## src/rtl/reg_bank_sb.sv

```systemverilog
// reg_bank_sb: register bank for the decode stage with a pending-write scoreboard.
//
// Ports
//   clk, rst               clock, synchronous active-high reset
//   w_en, w_reg, w_data    writeback port (array update on the edge, bypassed to reads)
//   r_reg1/2, read_data1/2 two combinational read ports
//   iss_en, iss_reg        issue of an instruction that will write iss_reg
//   busy1/2, stall         source registers with an outstanding write
//   pend_cnt               number of scoreboard bits set (registered)
//   waw_err                sticky write-after-write violation flag
//
// Register 0 and addresses >= DEPTH are not real registers. Writes and issues
// to them are dropped, and reads of them return zero.
module reg_bank_sb #(
  parameter int WIDTH     = 8,
  parameter int DEPTH     = 16,
  parameter int ADD_WIDTH = 5
) (
  input  logic                 clk,
  input  logic                 rst,
  input  logic                 w_en,
  input  logic [ADD_WIDTH-1:0] w_reg,
  input  logic [WIDTH-1:0]     w_data,
  input  logic [ADD_WIDTH-1:0] r_reg1,
  input  logic [ADD_WIDTH-1:0] r_reg2,
  output logic [WIDTH-1:0]     read_data1,
  output logic [WIDTH-1:0]     read_data2,
  input  logic                 iss_en,
  input  logic [ADD_WIDTH-1:0] iss_reg,
  output logic                 busy1,
  output logic                 busy2,
  output logic                 stall,
  output logic [ADD_WIDTH:0]   pend_cnt,
  output logic                 waw_err
);

  localparam int IDX_W = (DEPTH > 1) ? $clog2(DEPTH) : 1;
  localparam logic [ADD_WIDTH:0] DEPTH_W = (ADD_WIDTH+1)'(DEPTH);

  function automatic logic addr_ok(input logic [ADD_WIDTH-1:0] a);
    return (a != '0) && ({1'b0, a} < DEPTH_W);
  endfunction

  logic [WIDTH-1:0]   regs_q [DEPTH];
  logic [DEPTH-1:0]   sb_q, sb_d;
  logic [ADD_WIDTH:0] pend_q, pend_d;
  logic               waw_q, waw_d;

  logic             w_ok, iss_ok, r1_ok, r2_ok;
  logic [IDX_W-1:0] w_idx, iss_idx, r1_idx, r2_idx;
  logic             inc, dec;

  assign w_ok    = w_en && addr_ok(w_reg);
  assign iss_ok  = iss_en && addr_ok(iss_reg);
  assign r1_ok   = addr_ok(r_reg1);
  assign r2_ok   = addr_ok(r_reg2);
  // Only used once the full address has been range checked.
  assign w_idx   = w_reg[IDX_W-1:0];
  assign iss_idx = iss_reg[IDX_W-1:0];
  assign r1_idx  = r_reg1[IDX_W-1:0];
  assign r2_idx  = r_reg2[IDX_W-1:0];

  // Register array: entry 0 is a constant zero, the others load on writeback.
  for (genvar gi = 0; gi < DEPTH; gi++) begin : g_reg
    if (gi == 0) begin : g_zero
      always_ff @(posedge clk) regs_q[gi] <= '0;
    end else begin : g_data
      always_ff @(posedge clk) begin
        if (rst) begin
          regs_q[gi] <= '0;
        end else if (w_ok && (w_idx == IDX_W'(gi))) begin
          regs_q[gi] <= w_data;
        end
      end
    end
  end

  // Scoreboard next state. The set is applied after the clear so that a new
  // producer issuing while the old one retires leaves the bit set.
  always_comb begin
    sb_d = sb_q;
    if (w_ok)   sb_d[w_idx]   = 1'b0;
    if (iss_ok) sb_d[iss_idx] = 1'b1;
    sb_d[0] = 1'b0;

    inc = iss_ok && !sb_q[iss_idx];
    dec = w_ok && sb_q[w_idx] && !(iss_ok && (iss_idx == w_idx));
    pend_d = pend_q + {{ADD_WIDTH{1'b0}}, inc} - {{ADD_WIDTH{1'b0}}, dec};

    // Issuing onto a register that still has a producer in flight, unless
    // that producer retires on this very edge.
    waw_d = waw_q | (iss_ok && sb_q[iss_idx] && !(w_ok && (w_idx == iss_idx)));
  end

  always_ff @(posedge clk) begin
    if (rst) begin
      sb_q   <= '0;
      pend_q <= '0;
      waw_q  <= 1'b0;
    end else begin
      sb_q   <= sb_d;
      pend_q <= pend_d;
      waw_q  <= waw_d;
    end
  end

  // Read ports. A valid writeback implies a valid address, so the bypass
  // match needs no separate range check on the read side.
  always_comb begin
    read_data1 = '0;
    read_data2 = '0;
    busy1      = 1'b0;
    busy2      = 1'b0;
    if (!rst) begin
      if (w_ok && (w_reg == r_reg1)) read_data1 = w_data;
      else if (r1_ok)                read_data1 = regs_q[r1_idx];
      if (w_ok && (w_reg == r_reg2)) read_data2 = w_data;
      else if (r2_ok)                read_data2 = regs_q[r2_idx];
      busy1 = r1_ok && sb_q[r1_idx] && !(w_en && (w_reg == r_reg1));
      busy2 = r2_ok && sb_q[r2_idx] && !(w_en && (w_reg == r_reg2));
    end
  end

  assign stall    = busy1 | busy2;
  assign pend_cnt = pend_q;
  assign waw_err  = waw_q;

endmodule

```

## config.mk

```make
export PLATFORM = sky130hd
export DESIGN_NAME = reg_bank_sb
export DESIGN_NICKNAME = d
export VERILOG_FILES = /design/src/rtl/reg_bank_sb.sv
export SDC_FILE = /design/constraint.sdc
export NUM_CORES = 1
export LEC_CHECK = 0
export ABC_AREA = 1
export CORE_ASPECT_RATIO = 1.2
export CORE_MARGIN = 2
export CORE_UTILIZATION = 40
export DETAILED_ROUTE_END_ITERATION = 10
export DONT_BUFFER_PORTS = 1
export PLACE_DENSITY_LB_ADDON = 0.1
export SYNTH_ARGS = -nofsm -noshare
export SYNTH_HDL_FRONTEND = slang
export SYNTH_SLANG_ARGS = --single-unit
export TNS_END_PERCENT = 10
```

## constraint.sdc

```tcl
create_clock -name clk -period 4.8 [get_ports clk]
set_input_delay 1.44 -clock clk [delete_from_list [all_inputs] [get_ports clk]]
set_output_delay 1.44 -clock clk [all_outputs]
set_load 0.02 [all_outputs]
```

* Word level (Yosys, flattened, before mapping)
Memory sizes are Yosys's and may differ from the RTL's. Index checks and enable logic that the tools add are counted.
Operators by class: $add $sub $neg 2, $lt $le $gt $ge 10, equal/unequal tests 19, muxes and demuxes 84, bitwise gates (word level) 20, reductions and logical operators 47
Operators by type and width (number):
- $mux W8 | 21
- $mux W1 | 55
- $logic_and A1 B1 Y1 | 38
- $eq A4 B4 Y1 const B | 8
- $mux W16 | 2
- $lt A4 B5 Y1 const B | 4
- $lt A5 B5 Y1 const B | 4
- $reduce_bool A5 Y1 | 4
- $or A1 B1 Y1 | 17
- $and A16 B16 Y16 | 1
- $bmux W1 S4 | 4
- $eq A4 B3 Y1 const B | 4
- $not A16 Y16 | 1
- $or A16 B16 Y16 | 1
- $eq A5 B5 Y1 | 2
- $demux W1 S4 | 2
- $eq A4 B2 Y1 const B | 2
- $eq A4 B4 Y1 | 2
- $ge A4 B1 Y1 const B | 2
- $add A6 B1 Y6 | 1
- $sub A6 B1 Y6 | 1
- $logic_not A1 Y1 | 5
- $eq A4 B1 Y1 const B | 1
Word-level totals: bits in registers 23, memory bits (writable) 128, input port bits 32, output and inout bits 26, logic and storage cells 187, memories kept 1
Memories:
- regs_q | words 16, bits a word 8, rd ports 2, clocked after memory_dff 0, wr ports 16, RTL line 44 | logic [WIDTH-1:0] regs_q [DEPTH];

* Depth between registers and ports, before layout
Gate-level depths: netlist of run 1.
depth after elaboration 9, depth in mapped cells 19, mapped depth without buffers 19

* Least setup slack after synthesis of run 1
Ideal clock, no wire load.
kind input port to output port, start point input r_reg2[0], end point output read_data2[0], arrival time 2.631 ns, data required time 3.360 ns, setup slack 0.729 ns, stages 7, cell sequence buf_4 > buf_6 > nand2_1 > nand4_1 > nor2_4 > nand3_4 > a21oi_1
On the way: cells in the longest elaborated chain, start to end 5
RTL lines:
- start: declaration | RTL line 25 | input logic [ADD_WIDTH-1:0] r_reg2,
- $lt A5 B5 Y1 or $reduce_bool A5 Y1 (tied branches) | RTL line 41 | return (a != '0) && ({1'b0, a} < DEPTH_W);
- $logic_and A1 B1 Y1 | RTL line 41
- $mux W8 | RTL line 118 | else if (r2_ok) read_data2 = regs_q[r2_idx];
- $mux W8 (*) | RTL line 117 | if (w_ok && (w_reg == r_reg2)) read_data2 = w_data;
- $mux W8 (*) | RTL line 114 | if (!rst) begin
- end: declaration | RTL line 27 | output logic [WIDTH-1:0] read_data2,
Mark *: on every way between the ends. The rest lies on a longest branch, timed or not.

* Worst setup path after layout of run 1
start point input r_reg1[0], end point output read_data1[5]
On the way: cells in the longest elaborated chain, start to end 5
RTL lines:
- start: declaration | RTL line 24 | input logic [ADD_WIDTH-1:0] r_reg1,
- $lt A5 B5 Y1 or $reduce_bool A5 Y1 (tied branches) | RTL line 41
- $logic_and A1 B1 Y1 | RTL line 41
- $mux W8 | RTL line 116 | else if (r1_ok) read_data1 = regs_q[r1_idx];
- $mux W8 (*) | RTL line 115 | if (w_ok && (w_reg == r_reg1)) read_data1 = w_data;
- $mux W8 (*) | RTL line 114
- end: declaration | RTL line 26 | output logic [WIDTH-1:0] read_data1,
Marked as above.

==> metrics.txt, run 1 <==
outcome=completed; Hold/Removal Path Class=reg2reg; final critical-path share of the clock period=89.8%; Sw Pwr=978 uW; commonest non-fill, non-tap cell in the layout=nand2_1; Cell variety after synth=40; I/O Buffers=0; post-synth top area share=38.7%; Net Count, Synth=1,356; RD Place Congestion=0.946; Register Area=4040 um2; Pleak=0.00470 uW; RSZ-0062 raised after global routing=no; Starting Density=40.4%; initial DRC count=896; largest net degree at the start of global routing=63; Area contributors post-synth=edfxtp_1 (39%), nand2_1 (16%), nand3_1 (13%); Mapped Area=9320 um2; Reg-to-Reg End=pend_cnt[4]; Post CTS Setup Buffer Count=0; Hold Buf Count CTS=0; crit-path max FO=62; HP Start=waw_err; post-place setup slack=508 ps; Final ANT Viol Nets=0; synthesis-to-layout area growth=12.1%; Comb pwr share=15.5%; worst setup margin=491 ps; clock sinks=142; CTS tree=built; Max Freq=232 MHz; Vias=9,069; final hold violations=0; Power Total=3480 uW; Total Routing Usage GR=29.2%; core area=23,000 um2; drt pass-1 iters=7; clock share of power=42.7%; share of layout cells above drive strength 1=8.83%; Die Ht=171 um; vias in the first global route=8,600; # fillers=2,427; Post-Route WL=35,200 um; Seq cells post-synth=142; clk_lat worst skew=430 ps; crit path kind=in2out; R2R cell count=16; nets=1,362; Seq/Total Area, Yosys=43.4%; hold path cells=2; r2r setup slk=2220 ps; Post-Syn Instances=1,317; Seq pwr share=41.8%; htree depth=4; Routed wire per std cell=21.3 um; largest area contributor in the netlist=edfxtp_1; startpoint types=primary input; max cap viols=0; # diodes=0; Max clock buf depth=2; Worst EP arrival=2870 ps; Yosys warning count=0; Post-route DRC=0; Hold Path End=waw_err; Slew Viols, Final=0; Final TNS setup=0 ps; Peak VDD IR=0.244 mV; Worst-path clk slew=60 ps; die width=143 um; total congestion overflow=0; Slew @ Worst Pin=1080 ps; Final min period=4310 ps; Pint=2500 uW; area of the multi-input gates=4240 um2; switching share of power=28.1%; Clock Tree Root=clkbuf_16; total CTS buffers=17; die area=24,500 um2; # IOs=58; global-route wire length before repair=51,800 um; vias per inst=5.49; CP required=3360 ps; worst r2r src=sb_q[7]; clock skew=2.68 ps; CP Capture Type=output port; normalized max-slew margin=27.2%; post-CTS sizing=0; Std-Cell Rows=61; initial antenna violation count=0; pwr/cell area=333 nW/um2; hpwl dp=25,900 um; setup violators final=0; mean post-synth cell area=7.08 um2; commonest non-fill, non-tap cells in the layout=nand2_1 (395), nand3_1 (233), inv_1 (167), nor2_1 (144), edfxtp_1 (120)
-- per-layer routing --
| layer | up-vias | wire, um | GRT usage (%) |
|---|---|---|---|
| met5 | - | 0 | 0 |
| met2 | 401 | 16800 | 48.2 |
| met1 | 4281 | 13800 | 35.1 |
| met4 | 0 | 2400 | 19.2 |
| met3 | 114 | 2260 | 4.65 |
| li1 | 4273 | - | - |
-- cell type report --
type / count / area share [%]
multi-input cells: 923 / 40.6
flip-flops and latches: 142 / 38.7
inverters: 181 / 6.50
repair buffers: 58 / 4.29
clock buffers: 18 / 4.11
well taps: 315 / 3.77
clock inverters: 14 / 2.05
-- cell usage after synthesis --
cell type,n
a21oi_1,40
a21oi_4,1
nor2_1,144
edfxtp_1,120
buf_2,30
buf_4,9
o31ai_1,1
nor3_1,2
nand4_1,21
inv_1,167
a21oi_2,3
clkinv_1,10
nand3_2,1
nor2_8,1
nand3_4,1
xor2_1,5
nor2_2,4
nand4_2,1
o22ai_1,7
clkbuf_1,27
inv_2,4
a22oi_1,1
buf_1,2
o211ai_1,5
a31oi_1,1
fa_1,1
o32ai_1,1
a31oi_4,1
buf_6,3
o21ai_0,33
nor2_4,5
nand4_4,2
a31o_2,1
ha_1,6
or2_2,1
o21ai_1,2
nand2_1,395
nand2_2,3
dfxtp_1,22
nand3_1,233
-- worst max path at each step --
stage	startpoint	to	slack, ps	depth (start not counted)
6_report	r_reg1[0]	read_data1[5]	490	9
5_1_grt	r_reg1[1]	read_data1[5]	380	9
3_3_place_gp	r_reg1[1]	read_data1[5]	510	9
3_5_place_dp	r_reg1[1]	read_data1[5]	510	9
4_1_cts	r_reg1[1]	read_data1[5]	510	9
2_1_floorplan	r_reg2[0]	read_data2[0]	730	7
-- worst max-delay path, cell delays in order --
cell,delay (ps)
inv_2,150
nor2_4,390
nand2_1,90
nand3_1,90
nand3_1,140
nand2_1,110
nand2_1,50
a21oi_1,190
buf_4,180
-- power by group through the flow --
stage | Sequential (uW) | Combinational [uW] | Clock [uW]
detailed placement | 1480 | 535 | 0
global route | 1460 | 595 | 1550
CTS | 1460 | 537 | 1500
floorplan | 1470 | 398 | 0
global placement | 1480 | 531 | 0
finish | 1460 | 539 | 1480
-- per-stage QoR --
| stage | area (um2) | hold slack, ps | std cells | utilization (%) |
|---|---|---|---|---|
| 3_5_place_dp | 9800 | 537 | 1619 | 42.5 |
| 3_3_place_gp | 9800 | 527 | 1619 | 42.5 |
| 6_report | 10400 | 544 | 1651 | 45.3 |
| 2_1_floorplan | 9320 | 476 | 1317 | - |
| 4_1_cts | 10400 | 547 | 1651 | 45.3 |
| 5_1_grt | 10400 | 582 | 1651 | 45.3 |
-- logic make-up (layout without fill, tap and decap cells) --
group	after synthesis	count (layout)	synth area share [%]
AND/OR/NAND/NOR	814	814	38.0
buffers and inverters	252	271	11.2
flip-flops	142	142	43.4
AO/OA/AOI/OAI	97	97	6.00
adder cells (fa/ha/maj)	7	7	1.02
XOR/XNOR	5	5	0.470
-- state kept, by name (all words and copies together) (netlist names) --
signal    count
regs_q      120
waw_err       1
pend_cnt      6
sb_q         15
(Power assumes the default switching activity.)
==> inputs of run 2 (changes only) <==
==> constraint.sdc (replaced) <==
create_clock -name clk -period 4.8 [get_ports clk]
set_input_delay 0.96 -clock clk [delete_from_list [all_inputs] [get_ports clk]]
set_output_delay 0.96 -clock clk [all_outputs]
set_load 0.02 [all_outputs]
==> metrics.txt, run 2 (synthesized netlist as in run 1, its figures left out) <==
htree depth=4; die area=24,500 um2; worst setup margin=1090 ps; # IOs=58; crit path kind=in2out; RD Place Congestion=0.944; Max Freq=270 MHz; Routed wire per std cell=22.2 um; synthesis-to-layout area growth=8.70%; final critical-path share of the clock period=77.2%; final hold violations=0; core area=23,000 um2; Crit path top cell by count=nand3_1; Register Area=4040 um2; Post CTS Setup Buffer Count=0; Post-Route WL=35,900 um; pwr/cell area=336 nW/um2; Final TNS setup=0 ps; initial DRC count=1,184; Inst Count DP=1,583; Biggest register=regs_q; share of layout cells above drive strength 1=6.38%; total CTS buffers=17; clk_lat worst skew=440 ps; commonest non-fill, non-tap cell in the layout=nand2_1; post-CTS sizing=0; Starting Density=40.4%; slowest CP cell=inv_1; Post-route DRC=0; post-place setup slack=1180 ps; CP required=3840 ps; max cap viols=0; Pleak=0.00450 uW; largest net degree at the start of global routing=63; Std-Cell Rows=61; vias in the first global route=8,643; Worst-path clk slew=60 ps; worst-case hold slack=549 ps; Slew Viols, Final=0; clock skew=5.25 ps; Clock Tree Root=clkbuf_16; total congestion overflow=0; Die Ht=171 um; I/O Buffers=0; Max clock buf depth=2; CTS tree=built; startpoint types=primary input; Hold Buf Count CTS=0; hpwl dp=25,300 um; area of the multi-input gates=4240 um2; Worst EP arrival=2750 ps; Final Non-Filler Cells=1,615; CP max stage delay=680 ps; Finished Core Util=44.0%; nets=1,326; Total Routing Usage GR=29.8%; normalized max-slew margin=36.3%; outcome=completed; initial antenna violation count=0; Peak VDD IR=0.220 mV; clock sinks=142; Vias=9,042; Final min period=3710 ps; CP cell instances=inv_1, nand3_1, nand3_1, nand3_1, nand2_1, nand2_1, a21oi_1; # fillers=2,425; die width=143 um; crit-path max FO=39; Buffers & Inverters on Critical Path=1; setup violators final=0; commonest non-fill, non-tap cells in the layout=nand2_1 (395), nand3_1 (233), inv_1 (167), nor2_1 (144), edfxtp_1 (120); drt pass-1 iters=6; # diodes=0; RSZ-0062 raised after global routing=no; global-route wire length before repair=53,300 um; Slew @ Worst Pin=950 ps; delay-heaviest family, CP=buffers and inverters; Final ANT Viol Nets=0; vias per inst=5.60; number of flip-flops in the largest register=120; CP Capture Type=output port; Hold/Removal Path Class=reg2reg
run 2: per-stage QoR:
stage | instance area, um2 | total power (uW)
2_1_floorplan | 9320 | 1870
3_3_place_gp | 9520 | 2000
3_5_place_dp | 9520 | 2000
4_1_cts | 10100 | 3400
5_1_grt | 10100 | 3520
6_report | 10100 | 3400
run 2: report_power, final:
group | internal [uW] | leakage [uW] | switching [uW]
combinational | 151 | 0.00288 | 373
sequential | 1410 | 0.00132 | 49.0
clock | 827 | 0.000294 | 598
total | 2380 | 0.00450 | 1020
run 2: final timing paths:
| check | startpoint | endpoint | slack [ps] | cells after the start |
|---|---|---|---|---|
| worst max-delay path | r_reg1[1] | read_data1[6] | 1090 | 7 |
| worst min-delay path | sb_q[6] | sb_q[6] | 550 | 2 |
| worst min register to register | sb_q[6] | sb_q[6] | 550 | 2 |
| worst max register to register | sb_q[8] | pend_cnt[4] | 2170 | 16 |
run 2: tightest hold or removal path: stages (launching register included):
cell and delay, ps:
dfxtp_1 370, nand2_1 90, a21oi_1 60
run 2: layer usage:
| metal | track usage (%) | vias up | part of all wire (%) |
|---|---|---|---|
| met2 | 47.7 | 462 | 47 |
| met1 | 37.3 | 4248 | 39 |
| li1 | - | 4206 | - |
| met3 | 5.96 | 126 | 7.9 |
| met5 | 0 | - | 0 |
| met4 | 18.0 | 0 | 6.2 |
run 2: cell type report:
class                      count  area share [%]
timing repair buffer          22            1.63
clock inverter                15            1.84
clock buffer                  17            4.20
inverter                     181            6.71
tap                          315            3.89
multi-input combinational    923            41.8
sequential                   142            39.9
==> inputs of run 3 (changes only) <==
Clock period 4.8 ns to 3.8 ns, I/O delays scaled along.
==> metrics.txt, run 3 (synthesized netlist as in run 1, its figures left out) <==
Vias=9,125; CP Capture Type=output port; commonest non-fill, non-tap cells in the layout=nand2_1 (395), nand3_1 (233), inv_1 (167), nor2_1 (144), edfxtp_1 (120); vias in the first global route=8,466; setup violators final=0; total congestion overflow=0; # fillers=2,409; nets=1,342; Routed wire per std cell=21.9 um; Max Freq=313 MHz; Slew @ Worst Pin=803 ps; Total Routing Usage GR=29.9%; crit-path max FO=39; Starting Density=40.4%; CTS tree=built; crit path kind=in2out; vias per inst=5.59; placed instance area=9680 um2; RSZ-0062 raised after global routing=no; # diodes=0; startpoint types=primary input; commonest non-fill, non-tap cell in the layout=nand2_1; normalized max-slew margin=45.9%; # IOs=58; Hold Buf Count CTS=0; Post-route DRC=0; final critical-path share of the clock period=84.2%; final hold violations=0; Clock Tree Root=clkbuf_16; core area=23,000 um2; total CTS buffers=17; max cap viols=0; I/O Buffers=0; drt pass-1 iters=5; synthesis-to-layout area growth=10.5%; clk_lat worst skew=440 ps; design area=10,300 um2; Final min period=3200 ps; htree depth=4; Die Ht=171 um; share of layout cells above drive strength 1=7.37%; Worst-path clk slew=70 ps; global-route wire length before repair=53,200 um; CP cell instances=inv_1, buf_12, nand2_1, nand4_1, nor2_4, nand3_2, a21oi_1; CP required=3040 ps; pwr/cell area=419 nW/um2; largest net degree at the start of global routing=63; hpwl dp=25,100 um; Final TNS setup=0 ps; die width=143 um; Hold/Removal Path Class=in2reg; number of flip-flops in the largest register=120; outcome=completed; RD Place Congestion=1.02; Post CTS Setup Buffer Count=0; initial antenna violation count=0; initial DRC count=1,109; Max clock buf depth=2; CP max stage delay=490 ps; Peak VDD IR=0.327 mV; Final ANT Viol Nets=0; die area=24,500 um2; clock sinks=142; Biggest register=regs_q; Worst EP arrival=2440 ps; Pleak=0.00459 uW; clock skew=12.4 ps; slowest CP cell=a21oi_1; post-CTS sizing=0; Slew Viols, Final=0; Post-Route WL=35,700 um; Std-Cell Rows=61
[run 3: cell count changes in the layout (fill, tap and decap cells not counted)]
| cell | delta |
|---|---|
| buf_4 | +13 |
| buf_12 | +3 |
| inv_6 | -2 |
| inv_8 | -1 |
| clkbuf_1 | +2 |
| bufinv_16 | +1 |
[run 3: final cells by class]
class,count,area (um2),share of cell area [%]
multi-input cells,923,4240,41.1
flip-flops and latches,142,4040,39.3
inverters,181,679,6.60
clock buffers,19,433,4.20
well taps,315,394,3.83
repair buffers,38,323,3.13
clock inverters,13,188,1.82
[run 3: stage by stage]
step | worst slack (ps) | cells | hold slack, ps | util, % | power (uW)
after floorplan | 826 | 1317 | 476 | - | 2360
after global placement | 731 | 1599 | 537 | 42.0 | 2540
after detailed placement | 659 | 1599 | 543 | 42.0 | 2540
after CTS | 649 | 1631 | 374 | 44.7 | 4320
after global routing | 556 | 1631 | 374 | 44.7 | 4470
final | 602 | 1631 | 378 | 44.7 | 4320
[run 3: power by group]
part | internal, uW | switching [uW]
Sequential | 1780 | 61.8
Clock | 1100 | 701
Combinational | 206 | 469
[run 3: critical path, delay by kind of cell]
family | cells | cell delay [ps]
and+or+nand+nor | 4 | 830
buffers and inverters | 2 | 330
AOI/OAI and AO/OA | 1 | 490
[run 3: path summary, 6_finish.rpt]
check | startpoint | endpoint | slack (ps) | cells after the start
setup / recovery | r_reg1[1] | read_data1[2] | 600 | 7
hold / removal | rst | waw_err | 380 | 1
setup reg to reg | sb_q[13] | pend_cnt[4] | 1270 | 16
hold reg to reg | waw_err | waw_err | 540 | 2
[run 3: layer usage]
| metal | wire length (um) | GRT usage, % | share of wire [%] | up-vias |
|---|---|---|---|---|
| met3 | 2920 | 6.46 | 8.2 | 120 |
| met5 | 0 | 0 | 0 | - |
| met1 | 13800 | 36.1 | 39 | 4294 |
| met4 | 2270 | 17.9 | 6.4 | 0 |
| met2 | 16700 | 48.8 | 47 | 475 |
| li1 | - | - | - | 4236 |
